### src/rtl/conv_layer_seq_pkg.sv
// Shared configuration for the convolution layer sequencer: widths, table depth, states, descriptor.
package conv_layer_seq_pkg;

  localparam int unsigned TENSOR_W   = 8;
  localparam int unsigned KERNEL_W   = 4;
  localparam int unsigned CHANNELS_W = 8;
  localparam int unsigned STRIDE_W   = 3;
  localparam int unsigned KNUMS_W    = 8;
  localparam int unsigned MAX_LAYERS = 4;
  localparam int unsigned LIDX_W     = (MAX_LAYERS > 1) ? $clog2(MAX_LAYERS) : 1;
  localparam int unsigned NLAY_W     = LIDX_W + 1;
  localparam int unsigned IFMAP_W    = 2 * TENSOR_W + KNUMS_W;

  // One-hot sequencer states
  typedef enum logic [5:0] {
    ST_IDLE  = 6'b000001,
    ST_CHECK = 6'b000010,
    ST_CALC  = 6'b000100,
    ST_MUL   = 6'b001000,
    ST_RUN   = 6'b010000,
    ST_DONE  = 6'b100000
  } state_e;

  // One kernel descriptor in the layer table
  typedef struct packed {
    logic [KERNEL_W-1:0] kernel_size;
    logic [STRIDE_W-1:0] stride;
    logic [KNUMS_W-1:0]  kernel_nums;
  } desc_t;

endpackage

### src/rtl/conv_dim_div.sv
// Restoring divider for the output-side computation; one quotient bit per cycle.
// The load edge already performs the first iteration, so valid is seen DW cycles after load.
module conv_dim_div #(
  parameter int unsigned DW = 8,
  parameter int unsigned SW = 3
) (
  input  logic          clk,
  input  logic          rstn,
  input  logic          load,
  input  logic [DW-1:0] dividend,
  input  logic [SW-1:0] divisor,
  output logic [DW-1:0] quotient,
  output logic          valid
);

  localparam int unsigned CW = $clog2(DW + 1);

  logic [SW-1:0] rem_q;
  logic [DW-1:0] quo_q;
  logic [CW-1:0] cnt_q;
  logic          valid_q;

  // Single restoring step: shift in next dividend bit, subtract if it fits
  function automatic logic [SW+DW-1:0] div_step(input logic [SW-1:0] r,
                                                 input logic [DW-1:0] q,
                                                 input logic [SW-1:0] d);
    logic [SW:0] trial;
    logic        qbit;
    trial = {r, q[DW-1]};
    qbit  = 1'b0;
    if (trial >= {1'b0, d}) begin
      trial = trial - {1'b0, d};
      qbit  = 1'b1;
    end
    return {trial[SW-1:0], q[DW-2:0], qbit};
  endfunction

  // Iteration register: remainder, shifting quotient, and remaining-step counter
  always_ff @(posedge clk or negedge rstn) begin
    if (!rstn) begin
      rem_q   <= '0;
      quo_q   <= '0;
      cnt_q   <= '0;
      valid_q <= 1'b0;
    end else if (load) begin
      {rem_q, quo_q} <= div_step('0, dividend, divisor);
      cnt_q          <= CW'(DW - 1);
      valid_q        <= (DW == 1);
    end else if (cnt_q != '0) begin
      {rem_q, quo_q} <= div_step(rem_q, quo_q, divisor);
      cnt_q          <= cnt_q - CW'(1);
      valid_q        <= (cnt_q == CW'(1));
    end
  end

  assign quotient = quo_q;
  assign valid    = valid_q;

endmodule

### src/rtl/conv_layer_seq.sv
// Multi-layer convolution sequencer: walks a descriptor table, validates geometry,
// derives output size, drives the conv datapath and chains layer outputs to inputs.
module conv_layer_seq
  import conv_layer_seq_pkg::*;
(
  input  logic                  clk,
  input  logic                  rstn,
  input  logic                  enable,
  input  logic                  start,
  input  logic [NLAY_W-1:0]     num_layers,
  input  logic [TENSOR_W-1:0]   axi_tensor_size,
  input  logic [CHANNELS_W-1:0] axi_channels,
  input  logic                  cfg_we,
  input  logic [LIDX_W-1:0]     cfg_addr,
  input  logic [KERNEL_W-1:0]   cfg_kernel_size,
  input  logic [STRIDE_W-1:0]   cfg_stride,
  input  logic [KNUMS_W-1:0]    cfg_kernel_nums,
  input  logic                  w_done,
  output logic [TENSOR_W-1:0]   tensor_size,
  output logic [KERNEL_W-1:0]   kernel_size,
  output logic [CHANNELS_W-1:0] channels,
  output logic [STRIDE_W-1:0]   stride,
  output logic [KNUMS_W-1:0]    kernel_nums,
  output logic [TENSOR_W-1:0]   ofs,
  output logic [IFMAP_W-1:0]    ifmap_num,
  output logic [LIDX_W-1:0]     layer_idx,
  output logic                  start_conv,
  output logic                  busy,
  output logic                  done,
  output logic                  cfg_err
);

  state_e state_q, state_n;

  logic [TENSOR_W-1:0]   ts_q, ts_n;
  logic [KERNEL_W-1:0]   ks_q, ks_n;
  logic [CHANNELS_W-1:0] ch_q, ch_n;
  logic [STRIDE_W-1:0]   st_q, st_n;
  logic [KNUMS_W-1:0]    kn_q, kn_n;
  logic [TENSOR_W-1:0]   ofs_q, ofs_n;
  logic [IFMAP_W-1:0]    ifm_q, ifm_n;
  logic [LIDX_W-1:0]     lidx_q, lidx_n;
  logic [NLAY_W-1:0]     nlay_q, nlay_n;
  logic                  sc_q, sc_n, busy_q, busy_n, done_q, done_n, err_q, err_n;

  desc_t                 desc_tbl_q [MAX_LAYERS];
  desc_t                 cfg_desc_c, desc0_c, next_desc_c;
  logic                  cfg_wr_c, geom_bad_c, div_load_c, div_valid;
  logic [TENSOR_W-1:0]   div_quot, ofs_c;

  assign cfg_desc_c  = '{kernel_size: cfg_kernel_size, stride: cfg_stride, kernel_nums: cfg_kernel_nums};
  assign cfg_wr_c    = cfg_we && !busy_q;
  // A write in the start cycle must be visible to the descriptor latched at start
  assign desc0_c     = (cfg_wr_c && cfg_addr == '0) ? cfg_desc_c : desc_tbl_q[0];
  assign next_desc_c = desc_tbl_q[LIDX_W'(lidx_q + LIDX_W'(1))];
  assign geom_bad_c  = (st_q == '0) || (ks_q == '0) || (TENSOR_W'(ks_q) > ts_q) ||
                       (nlay_q == '0) || (nlay_q > NLAY_W'(MAX_LAYERS));
  assign ofs_c       = div_quot + TENSOR_W'(1);

  conv_dim_div #(.DW(TENSOR_W), .SW(STRIDE_W)) u_div (
    .clk      (clk),
    .rstn     (rstn),
    .load     (div_load_c),
    .dividend (ts_q - TENSOR_W'(ks_q)),
    .divisor  (st_q),
    .quotient (div_quot),
    .valid    (div_valid)
  );

  // Descriptor table; writes only land while the sequencer is not busy
  always_ff @(posedge clk or negedge rstn) begin
    if (!rstn) begin
      for (int i = 0; i < int'(MAX_LAYERS); i++) desc_tbl_q[i] <= '0;
    end else if (cfg_wr_c) begin
      desc_tbl_q[cfg_addr] <= cfg_desc_c;
    end
  end

  // State register
  always_ff @(posedge clk or negedge rstn) begin
    if (!rstn) state_q <= ST_IDLE;
    else       state_q <= state_n;
  end

  // Next state, divider load and next values of all registered outputs
  always_comb begin
    state_n    = state_q;
    ts_n       = ts_q;
    ks_n       = ks_q;
    ch_n       = ch_q;
    st_n       = st_q;
    kn_n       = kn_q;
    ofs_n      = ofs_q;
    ifm_n      = ifm_q;
    lidx_n     = lidx_q;
    nlay_n     = nlay_q;
    err_n      = err_q;
    div_load_c = 1'b0;
    if (!enable) begin
      state_n = ST_IDLE;
    end else begin
      case (state_q)
        ST_IDLE: if (start) begin
          state_n = ST_CHECK;
          ts_n    = axi_tensor_size;
          ch_n    = axi_channels;
          nlay_n  = num_layers;
          ks_n    = desc0_c.kernel_size;
          st_n    = desc0_c.stride;
          kn_n    = desc0_c.kernel_nums;
          lidx_n  = '0;
          err_n   = 1'b0;
        end
        ST_CHECK: if (geom_bad_c) begin
          err_n   = 1'b1;
          state_n = ST_IDLE;
        end else begin
          div_load_c = 1'b1;
          state_n    = ST_CALC;
        end
        ST_CALC: if (div_valid) state_n = ST_MUL;
        ST_MUL: begin
          ofs_n   = ofs_c;
          ifm_n   = IFMAP_W'(ofs_c) * IFMAP_W'(ofs_c) * IFMAP_W'(kn_q);
          state_n = ST_RUN;
        end
        ST_RUN: if (w_done) begin
          if ({1'b0, lidx_q} == nlay_q - NLAY_W'(1)) begin
            state_n = ST_DONE;
          end else begin
            lidx_n  = lidx_q + LIDX_W'(1);
            ts_n    = ofs_q;
            ch_n    = CHANNELS_W'(kn_q);
            ks_n    = next_desc_c.kernel_size;
            st_n    = next_desc_c.stride;
            kn_n    = next_desc_c.kernel_nums;
            state_n = ST_CHECK;
          end
        end
        ST_DONE: state_n = ST_IDLE;
        default: state_n = ST_IDLE;
      endcase
    end
    sc_n   = (state_n == ST_RUN);
    busy_n = !((state_n == ST_IDLE) || (state_n == ST_DONE));
    done_n = (state_n == ST_DONE);
  end

  // Output and parameter registers
  always_ff @(posedge clk or negedge rstn) begin
    if (!rstn) begin
      ts_q   <= '0;
      ks_q   <= '0;
      ch_q   <= '0;
      st_q   <= '0;
      kn_q   <= '0;
      ofs_q  <= '0;
      ifm_q  <= '0;
      lidx_q <= '0;
      nlay_q <= '0;
      sc_q   <= 1'b0;
      busy_q <= 1'b0;
      done_q <= 1'b0;
      err_q  <= 1'b0;
    end else begin
      ts_q   <= ts_n;
      ks_q   <= ks_n;
      ch_q   <= ch_n;
      st_q   <= st_n;
      kn_q   <= kn_n;
      ofs_q  <= ofs_n;
      ifm_q  <= ifm_n;
      lidx_q <= lidx_n;
      nlay_q <= nlay_n;
      sc_q   <= sc_n;
      busy_q <= busy_n;
      done_q <= done_n;
      err_q  <= err_n;
    end
  end

  assign tensor_size = ts_q;
  assign kernel_size = ks_q;
  assign channels    = ch_q;
  assign stride      = st_q;
  assign kernel_nums = kn_q;
  assign ofs         = ofs_q;
  assign ifmap_num   = ifm_q;
  assign layer_idx   = lidx_q;
  assign start_conv  = sc_q;
  assign busy        = busy_q;
  assign done        = done_q;
  assign cfg_err     = err_q;

endmodule

### config.mk
export PLATFORM = sky130hd
export DESIGN_NAME = conv_layer_seq
export DESIGN_NICKNAME = d
export VERILOG_FILES = /design/src/rtl/conv_layer_seq_pkg.sv /design/src/rtl/conv_dim_div.sv /design/src/rtl/conv_layer_seq.sv
export SDC_FILE = /design/constraint.sdc
export NUM_CORES = 1
export LEC_CHECK = 0
export BUFFER_PORTS_ARGS = -buffer_cell sky130_fd_sc_hd__buf_2
export CAP_MARGIN = 5
export CELL_PAD_IN_SITES_DETAIL_PLACEMENT = 0
export CELL_PAD_IN_SITES_GLOBAL_PLACEMENT = 1
export CORE_UTILIZATION = 48
export CTS_CLUSTER_SIZE = 20
export DETAILED_ROUTE_END_ITERATION = 6
export PLACE_DENSITY = 0.92
export SLEW_MARGIN = 20
export SYNTH_ARGS = -nofsm -noshare
export SYNTH_HDL_FRONTEND = slang
export SYNTH_SLANG_ARGS = --single-unit
### constraint.sdc
create_clock -name clk -period 10.97 [get_ports clk]
set_input_delay 1.097 -clock clk [delete_from_list [all_inputs] [get_ports clk]]
set_output_delay 1.097 -clock clk [all_outputs]
set_load 0.01 [all_outputs]
; ---- Word level (Yosys, flattened, before mapping)
; Cells that the tools add are included.
[classes]
addsub = 7
multipliers = 2
order_cmp = 7
eq_ne = 14
mux = 56
bitwise_logic = 2
n_reduce_logical = 22
[op_table]
columns = op, n
row1 = $mux W8, 11
row2 = $bwmux W60, 1
row3 = $mux W15, 4
row4 = $pmux W8 S2, 3
row5 = $bmux W15 S2, 1
row6 = $demux W15 S2, 1
row7 = $mux W6, 5
row8 = $pmux W6 S5, 1
row9 = $mul A16 B8 Y24, 1
row10 = $mux W3, 8
row11 = $mux W4, 5
row12 = $mul A8 B8 Y16, 1
row13 = $eq A6 B1 Y1 const B, 2
row14 = $eq A6 B5 Y1 const B, 2
row15 = $mux W1, 9
row16 = $add A8 B1 Y8 const B, 1
row17 = $gt A4 B8 Y1, 1
row18 = $ne A2 B2 Y1 const B, 4
row19 = $pmux W4 S2, 1
row20 = $sub A8 B4 Y8, 1
row21 = $eq A6 B2 Y1 const B, 1
row22 = $eq A6 B3 Y1 const B, 1
row23 = $eq A6 B4 Y1 const B, 1
row24 = $eq A6 B6 Y1 const B, 1
row25 = 29 further kinds, 43
[word_totals]
reg_bits = 154
in_bits = 42
output_inout_bits = 69
word_cells = 140

; ---- Longest topological paths before layout
[logic_depth]
ltp_word = 11
depth_mapped = 35
mapped_depth_nobuf = 34

; ---- By module
; A second synthesis with hierarchy kept.
[unflattened]
cells_unflattened = 1267
hier_area_um2 = 12726.0
[by_module_without_submodules]
columns = module, instances, cells_each, area_per_inst_um2, seq_area_each_um2
row1 = conv_layer_seq, 1, 1169, 11743.8, 3454.6
row2 = conv_dim_div, 1, 98, 982.2, 400.4

; ---- Worst setup path before layout
; Ideal clock, no wire load.
[synth_timing]
kind = register to register
startpoint = reg u_div.quo_q[0], in the netlist u_div.quotient[0]
endpoint = reg ifm_q[23], in the netlist ifmap_num[23]
setup_ns = 0.069
arrival_time_ns = 8.677
required_time_ns = 10.901
slack_ns = 2.224
stages_incl_launch_ff = 34
path_buffers = 0
synth_period_minus_slack_ns = 8.746
cell_sequence = dfrtp_1 ha_1 nand2_1 nor2_1 xnor2_1 or2_2 inv_1 fa_1 inv_1 fa_1 fa_1 fa_1 inv_1 ha_1 a21oi_1 o21ai_0 a21oi_1 o2bb2ai_1 xor2_1 nor2b_1 fa_1 inv_1 fa_1 fa_1 fa_1 inv_1 ha_1 a21o_1 a21o_1 a21oi_1 o221ai_1 o2bb2ai_1 or4_1 nand3_1
[synth_between]
elab_chain_cells = 3
[synth_lines]
columns = item, line
row1 = from (decl), conv_dim_div.sv:19  ; logic [DW-1:0] quo_q;
row2 = from (signal assigned), conv_dim_div.sv:46  ; {rem_q, quo_q} <= div_step('0, dividend, divisor);
row3 = from (signal assigned), conv_dim_div.sv:50  ; {rem_q, quo_q} <= div_step(rem_q, quo_q, divisor);
row4 = $add A8 B1 Y8, conv_layer_seq.sv:58  ; assign ofs_c = div_quot + TENSOR_W'(1);
row5 = $mul A8 B8 Y16, conv_layer_seq.sv:124  ; ifm_n = IFMAP_W'(ofs_c) * IFMAP_W'(ofs_c) * IFMAP_W'(kn_q);
row6 = $mul A16 B8 Y24, conv_layer_seq.sv:124
row7 = to (signal assigned), conv_layer_seq.sv:172  ; ifm_q <= ifm_n;
row8 = to (decl), conv_layer_seq.sv:41  ; logic [IFMAP_W-1:0] ifm_q, ifm_n;
; Every way passes these cells.
; A chain may end at the register's enable or synchronous reset.

; ---- Worst setup path after layout
[layout_timing]
startpoint = reg u_div.quo_q[0], in the netlist u_div.quotient[0]
endpoint = reg ifm_q[23], in the netlist ifmap_num[23]
[layout_between]
elab_chain_cells = 3
[layout_lines]
columns = item, line
row1 = $add A8 B1 Y8, conv_layer_seq.sv:58
row2 = via ofs_c[0], conv_layer_seq.sv:49  ; logic [TENSOR_W-1:0] div_quot, ofs_c;
row3 = $mul A8 B8 Y16, conv_layer_seq.sv:124
row4 = $mul A16 B8 Y24, conv_layer_seq.sv:124
; The timed path passes the listed nets, and every way through them passes these cells.

==> key figures <==
Layout
  • Ant diodes: 0
  • Fill count: ~2200
  • Area Overhead vs Synth: 11.9%
  • Layout Cells excl Fill: about 1700
  • Layout cell share with drive strength beyond 1: 19.5%
  • Final core utilization: about 55%
  • NumNets Final: 1573

Timing
  • Clock skew: around 0.014 ns
  • Setup TNS: 0 ns
  • F_max: 103 MHz
  • Minimum clock period: between 9 and 10 ns
  • Setup violations, final: 0
  • Fin Hold WS: ~0.48 ns
  • Max-slew violation count: 0
  • RSZ-0062 raised after global routing: false
  • Worst slew margin: roughly two fifths
  • Worst Max-Slew Pin Slew: about 0.92 ns
  • Period Utilization, post-route: roughly nine tenths
  • Final Hold Viols: 0

CTS
  • Skew-Pair Late Insertion Delay: approximately 0.44 ns
  • TritonCTS clock tree: yes
  • Clock slew at reported path FFs: 0.08 ns
  • CTS Buf Count: 17
  • Hold_buf cts: 0
  • H-Tree Depth: 4
  • Setup bufs post-CTS: 0
  • TritonCTS Sinks: around 150
  • Root buffer cell: clkbuf_16
  • Post_cts resized: 0
  • Clock Tree Buf Depth: 2

Worst setup path
  • CP Class: register to register
  • Max stage delay cell, worst path: dfrtp_1
  • Cell mode on critical path: fa_1
  • Crit path launch type: register
  • CP required: between 10 and 15 ns
  • Worst-path fanout max: 16
  • Arrival time at the worst endpoint: ~10 ns
  • CP Capture Type: register
  • CP peak stage delay: between 0.7 and 0.8 ns

Detailed routing
  • Avg Vias per Cell: roughly 5.5
  • Drt pass-1 iters: 5
  • Routed WL per cell: between 15 and 20 um
  • Drc violations: 0
  • Initial drt markers: about 460
  • Detail Route Antenna Nets: 0
  • Post-Route WL: approximately 30000 um
  • DR vias: 9200

Synthesis
  • Synth Area in Adders: ~25%
  • Async S/R FF share, synth: between 90% and 100%
  • Syn_area_per_cell: ~10 um^2
  • Top FF cell, synth: dfrtp_1
  • Synth Area in Compound Gates: under 10%
  • Synth top area share: 30.3%
  • Post-synth top area cell: dfrtp_1
  • EDFF count, synth: 0
  • Synth Area in XOR/XNOR: 3.74%
  • Synth unique cells: 70
  • #FFs+latches synth: ~150
  • Post-Synth Simple-Gate Area: 13.9%
  • Yosys warns: 0
  • Mapped cell area: ~13000 um^2
  • Main combinational cell family by area after synthesis: adder cells
  • Post-Syn Instances: ~1200
  • Post-synth net total: between 1000 and 1500
  • Multiplexer area fraction after synthesis: between 10% and 20%
  • Sequential fraction of the synthesis area: between 30% and 40%
  • Top cells by area, synth: dfrtp_1, fa_1, ha_1

GRT
  • First-pass GRT wire length: roughly 49000 um
  • Gr usage total: a little under a quarter
  • Vias in the first global route: 9700
  • Largest net degree at the start of global routing: between 80 and 90
  • Initial antenna violation count: 2
  • Grt total ovfl: 0

Floorplanning
  • Initial Util: approximately half
  • Die footprint: 26900 um^2
  • Die H: between 150 and 200 um
  • I/O Pins: around 110
  • Core area: between 20000 and 30000 um^2
  • Number of cell rows: between 50 and 60
  • Die W: 164 um

Place
  • Placed insts: 1649
  • Gpl congestion: 0.869
  • Post-DP HPWL: roughly 22000 um
  • PortBufs: 110

Hold path
  • Hold WC Path Type: register to register

Outcome
  • Outcome: finished, final reports clean

Job
  • Max Cap Viol: 0
==> cells in the final DEF (no fill, tap or decap), drive strengths merged, types with 4 or more instances in the layout <==
cell type,n
a211oi,6
a21o,12
a21oi,36
a31oi,5
and2,61
and3,9
buf,123
clkbuf,18
clkinv,5
dfrtp,153
fa,102
ha,90
inv,157
mux2,63
mux2i,40
mux4,15
nand2,121
nand2b,18
nand3,10
nand4,5
nor2,53
nor2b,33
nor3,17
nor3b,4
o21a,4
o21ai,87
o31ai,4
xnor2,29
xor2,24
==> cells by family (layout without fill, tap and decap cells) <==
logic type / count (synthesis) / in the layout
compound gates: 180 / 180
xor+xnor: 53 / 53
fa+ha+maj: 192 / 192
buf+inv: 197 / 307
flops: 154 / 154
mux: 118 / 118
other cells: 2 / 2
simple gates: 346 / 346
==> stage by stage <==
step	setup slack [ns]	cell area, um^2
2_1_floorplan	2.22	12600
3_3_place_gp	1.53	13500
3_5_place_dp	1.26	13500
4_1_cts	1.23	14100
5_1_grt	0.584	14100
6_report	1.22	14100
==> synth_stat cells, types with 3 or more instances <==
| library cell | instances |
|---|---|
| and3_1 | 9 |
| mux2i_1 | 40 |
| buf_2 | 8 |
| o21ai_0 | 74 |
| nand2_1 | 120 |
| xnor2_1 | 28 |
| a21oi_1 | 36 |
| o21a_1 | 4 |
| mux4_2 | 15 |
| fa_1 | 102 |
| nor3_1 | 16 |
| nor2b_1 | 33 |
| a31oi_1 | 5 |
| o21ai_1 | 4 |
| clkbuf_1 | 28 |
| ha_1 | 90 |
| and2_1 | 61 |
| mux2_2 | 63 |
| nor2_1 | 51 |
| o21ai_2 | 9 |
| nand4_1 | 5 |
| buf_6 | 5 |
| o31ai_1 | 3 |
| dfrtp_1 | 153 |
| a211oi_1 | 6 |
| nor4_1 | 3 |
| inv_1 | 150 |
| a21o_1 | 12 |
| xor2_1 | 24 |
| nand2b_1 | 18 |
| or2_2 | 3 |
| nand3_1 | 10 |
==> final cells by class <==
| type | count | area (um^2) | area share [%] |
|---|---|---|---|
| tap | 330 | 413 | 2.93 |
| timing repair buffer | 123 | 658 | 4.66 |
| clock buffer | 18 | 429 | 3.04 |
| sequential | 154 | 3850 | 27.3 |
| multi-input combinational | 891 | 8010 | 56.7 |
| clock inverter | 14 | 180 | 1.28 |
| inverter | 152 | 572 | 4.05 |
==> state kept, by name, summed over array words and instances, names as in the netlist <==
signal          cells
busy                1
cfg_err             1
channels            8
desc_tbl_q         60
done                1
ifmap_num          24
kernel_nums         8
kernel_size         4
layer_idx           2
nlay_q              3
ofs                 8
start_conv          1
state_q             6
stride              3
tensor_size         8
u_div.cnt_q         4
u_div.quotient      8
u_div.rem_q         3
u_div.valid         1
==> routing by layer <==
layer	global-route usage, %	share of wire (%)	routed length (um)	vias up
li1	-	-	-	4297
met1	29.9	43	12800	4612
met2	40.1	50	14700	254
met3	5.28	6.0	1780	35
met4	6.40	1.2	353	2
met5	0	0.034	10	-
==> path summary, 6_finish.rpt <==
check	from	endpoint	slack, ns	cells after the start
max in group asynchronous	rstn	ofs[6]	8.82	2
hold / removal	ifmap_num[18]	ifmap_num[18]	0.48	2
hold reg to reg	ifmap_num[18]	ifmap_num[18]	0.48	2
min in group asynchronous	rstn	ifmap_num[9]	0.68	1
setup / recovery	u_div.quotient[0]	ifmap_num[23]	1.22	32
setup reg to reg	u_div.quotient[0]	ifmap_num[23]	1.22	32
==> critical path, delay by kind of cell (launching register included) <==
kind                     cells  cell delay (ns)
flip-flops                   1             0.72
XOR/XNOR                     2             0.75
AO/OA/AOI/OAI                9             1.51
adder cells (fa/ha/maj)     10             4.84
AND/OR/NAND/NOR              6             1.37
buffers and inverters        5             0.47
Power is left out: the tool's default activity adds up to more than one toggle a clock period on the data nets, which glitch-free logic cannot reach.
